[config.mk]
export PLATFORM = sky130hd
export DESIGN_NAME = rr_arbiter4
export DESIGN_NICKNAME = d
export VERILOG_FILES = /design/src/rtl/arb_pkg.sv /design/src/rtl/rr_select4.sv /design/src/rtl/rr_arbiter4.sv
export SDC_FILE = /design/constraint.sdc
export NUM_CORES = 1
export LEC_CHECK = 0
export BUFFER_PORTS_ARGS = -buffer_cell sky130_fd_sc_hd__buf_4
export CORE_MARGIN = 10
export CORE_UTILIZATION = 35
export CTS_CLUSTER_SIZE = 12
export DETAILED_ROUTE_END_ITERATION = 8
export HOLD_SLACK_MARGIN = 0.05
export MAX_ROUTING_LAYER = met4
export PLACE_DENSITY = 0.56
export SLEW_MARGIN = 20
export SYNTH_ARGS = -nofsm -noshare
export SYNTH_HDL_FRONTEND = slang
export SYNTH_SLANG_ARGS = --single-unit
[constraint.sdc]
create_clock -name clk -period 3.65 [get_ports clk]
set_clock_uncertainty 0.05 [all_clocks]
set_input_delay 0.1825 -clock clk [delete_from_list [all_inputs] [get_ports clk]]
set_output_delay 0.1825 -clock clk [all_outputs]
set_load 0.01 [all_outputs]
[src/rtl/arb_pkg.sv]
`default_nettype none
// ============================================================================
// Module   : arb_pkg
// Brief    : Shared types and constants for the four-way round-robin arbiter.
// Revision : 1.0 - initial release
// ============================================================================
package arb_pkg;

   localparam int N_REQ = 4;
   localparam int ID_W  = 2;

   typedef enum logic [0:0] {
      IDLE = 1'b0,
      BUSY = 1'b1
   } state_t;

endpackage
`default_nettype wire

[src/rtl/rr_select4.sv]
`default_nettype none
// ============================================================================
// Module   : rr_select4
// Brief    : Combinational rotating-priority pick: first set req bit at or
//            above ptr, wrapping 3->0.
// Revision : 1.0 - initial release
// ============================================================================
module rr_select4
   import arb_pkg::*;
(
   input  logic [N_REQ-1:0] req,
   input  logic [ID_W-1:0]  ptr,
   output logic             any,
   output logic [ID_W-1:0]  winner
);

   logic [2*N_REQ-1:0] w_dbl;
   logic [N_REQ-1:0]   w_rot;
   logic [ID_W-1:0]    w_low;

   always_comb begin
      w_dbl = {req, req};
      // Rotating right by ptr puts the highest-priority client at bit 0.
      w_rot = w_dbl[ptr +: N_REQ];
      w_low = '0;
      for (int k = N_REQ - 1; k >= 0; k--) begin
         if (w_rot[k]) begin
            w_low = ID_W'(k);
         end
      end
      winner = w_low + ptr;
      any    = |req;
   end

endmodule
`default_nettype wire

[src/rtl/rr_arbiter4.sv]
`default_nettype none
// ============================================================================
// Module   : rr_arbiter4
// Brief    : Four-requester round-robin arbiter with grant hold and forced
//            release after MAX_HOLD cycles when others are waiting.
// Revision : 1.0 - initial release
// ============================================================================
module rr_arbiter4
   import arb_pkg::*;
#(
   parameter int MAX_HOLD = 8,
   parameter int CNT_W    = 8
)(
   input  logic             clk,
   input  logic             rst,
   input  logic [N_REQ-1:0] req,
   output logic [N_REQ-1:0] grant,
   output logic [ID_W-1:0]  grant_id,
   output logic             grant_valid,
   output logic             timeout
);

   localparam logic [CNT_W-1:0] c_hold_last = CNT_W'(MAX_HOLD - 1);

   state_t            r_state;
   logic [ID_W-1:0]   r_ptr;
   logic [CNT_W-1:0]  r_hold_cnt;
   logic [N_REQ-1:0]  r_grant;
   logic [ID_W-1:0]   r_grant_id;
   logic              r_grant_valid;
   logic              r_timeout;

   state_t            w_state;
   logic [ID_W-1:0]   w_ptr;
   logic [CNT_W-1:0]  w_hold_cnt;
   logic [N_REQ-1:0]  w_grant;
   logic [ID_W-1:0]   w_grant_id;
   logic              w_grant_valid;
   logic              w_timeout;
   logic              w_any;
   logic [ID_W-1:0]   w_winner;
   logic              w_owner_req;
   logic              w_others;

   rr_select4 u_select (
      .req    (req),
      .ptr    (r_ptr),
      .any    (w_any),
      .winner (w_winner)
   );

   always_comb begin
      w_state       = r_state;
      w_ptr         = r_ptr;
      w_hold_cnt    = r_hold_cnt;
      w_grant       = r_grant;
      w_grant_id    = r_grant_id;
      w_grant_valid = r_grant_valid;
      w_timeout     = 1'b0;
      w_owner_req   = req[r_grant_id];
      w_others      = (req & ~r_grant) != '0;

      case (r_state)
         IDLE: begin
            if (w_any) begin
               w_state       = BUSY;
               w_grant       = N_REQ'(1) << w_winner;
               w_grant_id    = w_winner;
               w_grant_valid = 1'b1;
               w_hold_cnt    = '0;
            end
         end
         BUSY: begin
            // Normal release is tested first so it always beats a timeout.
            if (!w_owner_req || (r_hold_cnt == c_hold_last && w_others)) begin
               w_state       = IDLE;
               w_grant       = '0;
               w_grant_id    = '0;
               w_grant_valid = 1'b0;
               w_ptr         = r_grant_id + ID_W'(1);
               w_timeout     = w_owner_req;
            end else if (r_hold_cnt != c_hold_last) begin
               w_hold_cnt = r_hold_cnt + CNT_W'(1);
            end
         end
         default: begin
            w_state = IDLE;
         end
      endcase
   end

   always_ff @(posedge clk or posedge rst) begin
      if (rst) begin
         r_state       <= IDLE;
         r_ptr         <= '0;
         r_hold_cnt    <= '0;
         r_grant       <= '0;
         r_grant_id    <= '0;
         r_grant_valid <= 1'b0;
         r_timeout     <= 1'b0;
      end else begin
         r_state       <= w_state;
         r_ptr         <= w_ptr;
         r_hold_cnt    <= w_hold_cnt;
         r_grant       <= w_grant;
         r_grant_id    <= w_grant_id;
         r_grant_valid <= w_grant_valid;
         r_timeout     <= w_timeout;
      end
   end

   assign grant       = r_grant;
   assign grant_id    = r_grant_id;
   assign grant_valid = r_grant_valid;
   assign timeout     = r_timeout;

endmodule
`default_nettype wire

== Word-level counts from Yosys, hierarchy flattened ==
Index checks and enable logic that the tools add are counted.
W data, S select, Z words.

* Word-level logic and storage cells: 54
* Output and inout port bits: 8
* Flip-flop bits (word level): 19
* Input bits: 6

* Add/sub/neg operators: 3
* Eq/ne operators: 6
* Shift operators: 2
* Bitwise gates (word level): 3
* Reductions and logical operators: 8
* Muxes and demuxes: 24
* Magnitude comparators: 1

{| class="wikitable"
|+ Operator list
! operator !! count
|-
| $mux W8 || 3
|-
| $pmux W8 S2 || 1
|-
| $mux W2 || 6
|-
| $add A8 B1 Y8 const B || 1
|-
| $eq A8 B3 Y1 const B || 1
|-
| $mux W4 || 2
|-
| $ne A8 B3 Y1 const B || 1
|-
| $pmux W4 S2 || 1
|-
| $shiftx A8 B3 Y4 || 1
|-
| $mux W1 || 7
|-
| $ne A2 B1 Y1 const B || 3
|-
| $and A4 B4 Y4 || 1
|-
| $not A4 Y4 || 1
|-
| $pmux W1 S2 || 2
|-
| $pmux W2 S2 || 1
|-
| $reduce_and A2 Y1 || 2
|-
| $reduce_bool A4 Y1 || 1
|-
| $reduce_or A4 Y1 || 1
|-
| $shl A1 B2 Y4 const A || 1
|-
| $lt A2 B3 Y1 const B || 1
|-
| $reduce_and A3 Y1 || 1
|-
| $add A2 B1 Y2 const B || 1
|-
| $add A2 B2 Y2 || 1
|-
| $bmux W1 S2 || 1
|-
| other kinds (5) || 5
|}

== Longest topological paths before layout ==
* Depth after elaboration: 9
* Mapped depth: 10
* Depth with buffers taken out: 9

== Modules after synthesis ==
Synthesis repeated with hierarchy kept, for this count alone.

* Cell total of the unflattened synthesis: 113
* Area, all modules: 1,091.0 um^2

{| class="wikitable"
|+ Modules (own cells, without submodules)
! module !! cells an instance !! instances !! area an instance (um^2) !! sequential area each (um^2)
|-
| rr_arbiter4 || 91 || 1 || 929.6 || 475.5
|-
| rr_select4 || 22 || 1 || 161.4 || 0.0
|}

== Least setup slack after synthesis ==
Ideal clock, no wire load.

* Path kind: reg2reg
* From: register r_ptr[1]
* To: register r_grant_id[1] (netlist: grant_id[1])
* Clock period less this slack: 1.990 ns
* Slack: 1.660 ns
* Path buffers: 1
* Stages on the path, launching flop included: 11
* Data required time: 3.479 ns
* Setup time: 0.121 ns
* Data arrival time: 1.819 ns
* Path through: dfrtp_1 clkbuf_1 nand2_1 a21oi_1 nor2_1 a211oi_1 a21oi_1 ha_1 xnor2_1 xor2_1 a22o_1

* Cells in the longest elaborated chain, start to end: 8

{| class="wikitable"
|+ RTL lines
! item !! RTL line !! source
|-
| start, declared || rr_arbiter4.sv:26 || <nowiki>logic [ID_W-1:0] r_ptr;</nowiki>
|-
| start signal, assigned || rr_arbiter4.sv:103 || <nowiki>r_ptr <= w_ptr;</nowiki>
|-
| $shiftx A8 B3 Y4 || rr_select4.sv:24 || <nowiki>w_rot = w_dbl[ptr +: N_REQ];</nowiki>
|-
| $mux W2 (4 in series) || rr_select4.sv:27 || <nowiki>if (w_rot[k]) begin</nowiki>
|-
| $add A2 B2 Y2 (*) || rr_select4.sv:31 || <nowiki>winner = w_low + ptr;</nowiki>
|-
| $mux W2 (*) || rr_arbiter4.sv:65 || <nowiki>if (w_any) begin</nowiki>
|-
| $pmux W2 S2 (*) || rr_arbiter4.sv:63 || <nowiki>case (r_state)</nowiki>
|-
| end signal, assigned || rr_arbiter4.sv:106 || <nowiki>r_grant_id <= w_grant_id;</nowiki>
|-
| end, declared || rr_arbiter4.sv:29 || <nowiki>logic [ID_W-1:0] r_grant_id;</nowiki>
|}

Mark *: on every way between the ends. The rest lies on a longest branch, timed or not. The select of a mux whose other input is x is not followed.
A chain may end at the register's enable or synchronous reset.

== Worst setup path in the final report ==
* From: register r_hold_cnt[0]
* To: register r_ptr[1]

* Cells in the longest elaborated chain, start to end: 4

{| class="wikitable"
|+ RTL lines
! item !! RTL line !! source
|-
| start, declared || rr_arbiter4.sv:27 || <nowiki>logic [CNT_W-1:0] r_hold_cnt;</nowiki>
|-
| start signal, assigned || rr_arbiter4.sv:104 || <nowiki>r_hold_cnt <= w_hold_cnt;</nowiki>
|-
| $eq A8 B3 Y1 || rr_arbiter4.sv:75 || <nowiki>if (!w_owner_req || (r_hold_cnt == c_hold_last && w_others)) begin</nowiki>
|-
| $logic_and A1 B1 Y1 || rr_arbiter4.sv:75 ||
|-
| $logic_or A1 B1 Y1 || rr_arbiter4.sv:75 ||
|-
| $reduce_and A2 Y1 (no source line) || - ||
|}

No other way between the ends.

==> flow_metrics.env <==
export IMPL_port_buffers=13
export IMPL_fin_ws_ns=1.48
export IMPL_synthTopCellsByArea="dfrtp_1, nor2_1, a32o_1"
export IMPL_min_path_cells=1
export IMPL_synth_edff_count=0
export IMPL_coreArea_um2=3310
export IMPL_rsz0062_at_grt="no"
export IMPL_max_freq_mhz=462
export IMPL_crit_required_ns=3.79
export IMPL_drtPass1Iterations=4
export IMPL_worstHoldPathType="flop to flop"
export IMPL_cts_tree="built"
export IMPL_clk_insertion_delay_late_ns=0.30
export IMPL_post_synth_cell_area_avg_um2=9.56
export IMPL_antenna_found_initial=0
export IMPL_slew_violations=0
export IMPL_synth_distinct_cells=51
export IMPL_ioPinCount=14
export IMPL_synth_seq_cells=19
export IMPL_yosysMostFrequentCell="dfrtp_1"
export IMPL_crit_arrival_ns=2.30
export IMPL_status="finished clean"
export IMPL_grt_pass1_wl_mm=4.66
export IMPL_cts_setup_buffers=0
export IMPL_start_kind="flop"
export IMPL_synthTopCellsByCount="dfrtp_1, nor2_1, a21oi_1, inv_1, nand2_1"
export IMPL_cts_root_buf="clkbuf_4"
export IMPL_hold_viol_final=0
export IMPL_reg2reg_to="r_ptr[1]"
export IMPL_grt_util_all_layers=0.0941
export IMPL_rr_worst_depth=6
export IMPL_cts_inserted_buffers=3
export IMPL_wl_per_cell_um=15.0
export IMPL_synth_top_area_share=0.401
export IMPL_grt_max_degree=20
export IMPL_clkSinkCount=19
export IMPL_path_clk_slew_ns=0.12
export IMPL_period_needed_ns=2.17
export IMPL_setup_violations=0
export IMPL_leakage_nw=0.589
export IMPL_grt_pass1_vias=955
export IMPL_cts_path_max_buffers=2
export IMPL_ff_latch_area_um2=475
export IMPL_area_delta_synth_final_pct=13.4
export IMPL_post_place_ws_ns=1.55
export IMPL_synthArstFlopShare=1.00
export IMPL_worstSetupEndpointType="flop"
export IMPL_layout_drive_gt1_share=0.204
export IMPL_yosysSeqAreaShare=0.401
export IMPL_antennaDiodeCount=0
export IMPL_r2r_start="r_hold_cnt[0]"
export IMPL_multi_input_area_um2=651
export IMPL_viasPerCell=5.35
export IMPL_synthFlopType="dfrtp_1"
export IMPL_hpwl_mm=1.97
export IMPL_gr_total_overflow=0
export IMPL_vias=979
export IMPL_ant_nets=0
export IMPL_cap_violations=0
export IMPL_tightest_slew_ns=0.733
export IMPL_stdcell_area_um2=1340
export IMPL_n_fill_cell=354
export IMPL_initial_core_util=0.358
export IMPL_worstHoldStart="grant_valid"
export IMPL_die_h_um=78.2
export IMPL_syn_num_nets=132
export IMPL_yosysTopAreaCell="dfrtp_1"
export IMPL_htreeDepth=1
export IMPL_die_area_um2=6110
export IMPL_finalPower_w=0.000902
export IMPL_synthCells=124
export IMPL_num_rows=21
export IMPL_cp_max_fo=8
export IMPL_hold_end="grant_valid"
export IMPL_yosys_warnings=0
export IMPL_die_w_um=78.2
export IMPL_drtIter0Drc=65
export IMPL_finalSetupTns_ns=0
export IMPL_route_detailed_drc=0
export IMPL_peakVddDrop_uv=298
export IMPL_path_class="flop to flop"
export IMPL_utilization=0.406
export IMPL_fin_nets=146
export IMPL_min_period_over_period=0.593
export IMPL_gp_congestion=0.801
export IMPL_postPlaceCellArea_um2=1310
export IMPL_maxSlewHeadroom=0.511
export IMPL_synthesis_area_um2=1180
export IMPL_p_per_area_nw_per_um2=672
export IMPL_cts_repair_resized=0
export IMPL_wl_mm=2.74
export IMPL_timing_reg2reg_setup_slack_ns=1.48
export IMPL_cts_hold_buf=1
==> per-layer routing <==
metal,global-route usage,wire length [um],vias up,part of all wire
li1,-,-,487,-
met1,0.126,1380,470,0.50
met2,0.137,1240,20,0.45
met3,0.0194,93,2,0.034
met4,0.0323,20,0,0.0073
met5,-,0,-,0
==> area by class of cell <==
type,instances,area share
inverter,7,0.0196
multi-input combinational,93,0.484
clock buffer,4,0.0196
timing repair buffer,14,0.0801
sequential,19,0.354
tap,46,0.0428
==> state kept, by name, summed over array words and instances, names as in the netlist <==
signal,flops
r_state,1
timeout,1
r_hold_cnt,8
grant_id,2
r_ptr,2
grant,4
grant_valid,1
==> through the flow <==
step	instances	hold WS (ns)
after detailed placement	178	0.312
final	183	0.452
after global routing	183	0.476
after global placement	178	0.307
after floorplan	124	0.0836
after CTS	183	0.454
==> worst max-delay path, cell delays in order (launching register included) <==
cell and delay (ns):
dfrtp_1 0.41, ha_1 0.26, nand4bb_1 0.15, or4_4 0.49, o21ai_4 0.25, nand2_4 0.12
mux2_4 0.32
==> worst max-delay path by stage <==
stage                  start     endpoint  slack (ns)  cells past startpoint
2_1_floorplan       r_ptr[1]  grant_id[1]        1.66                     10
3_3_place_gp   r_hold_cnt[0]     r_ptr[1]        1.56                      6
3_5_place_dp   r_hold_cnt[0]     r_ptr[1]        1.55                      6
4_1_cts        r_hold_cnt[0]     r_ptr[1]        1.50                      6
5_1_grt             r_ptr[1]  grant_id[1]        1.31                      9
6_report       r_hold_cnt[0]     r_ptr[1]        1.48                      6
==> kinds of logic after synthesis <==
family,count (synthesis),share of synthesized area
AND/OR/NAND/NOR,49,0.230
AO/OA/AOI/OAI,33,0.213
flip-flops,19,0.401
buffers and inverters,12,0.0496
XOR/XNOR,6,0.0444
multiplexers,3,0.0401
adder cells (fa/ha/maj),2,0.0211
==> placed cells by master, fill, tap and decap left out, types with 3 or more instances in the layout <==
| cell type | n |
|---|---|
| clkbuf_4 | 3 |
| dfrtp_1 | 19 |
| a32o_1 | 4 |
| o21ai_0 | 4 |
| nand3_1 | 5 |
| xnor2_1 | 4 |
| nor2_1 | 13 |
| a21oi_1 | 7 |
| nand2_1 | 7 |
| nor3_1 | 3 |
| and3_1 | 3 |
| inv_1 | 7 |
| buf_4 | 13 |
==> power by group <==
group          leakage (nW)  total (W)  internal [W]  switching [W]
Combinational         0.327   0.000440      0.000204       0.000236
Sequential            0.246   0.000353      0.000270      0.0000822
Clock                0.0150   0.000110     0.0000425      0.0000672
No activity file was read; power rests on OpenSTA's default activity.
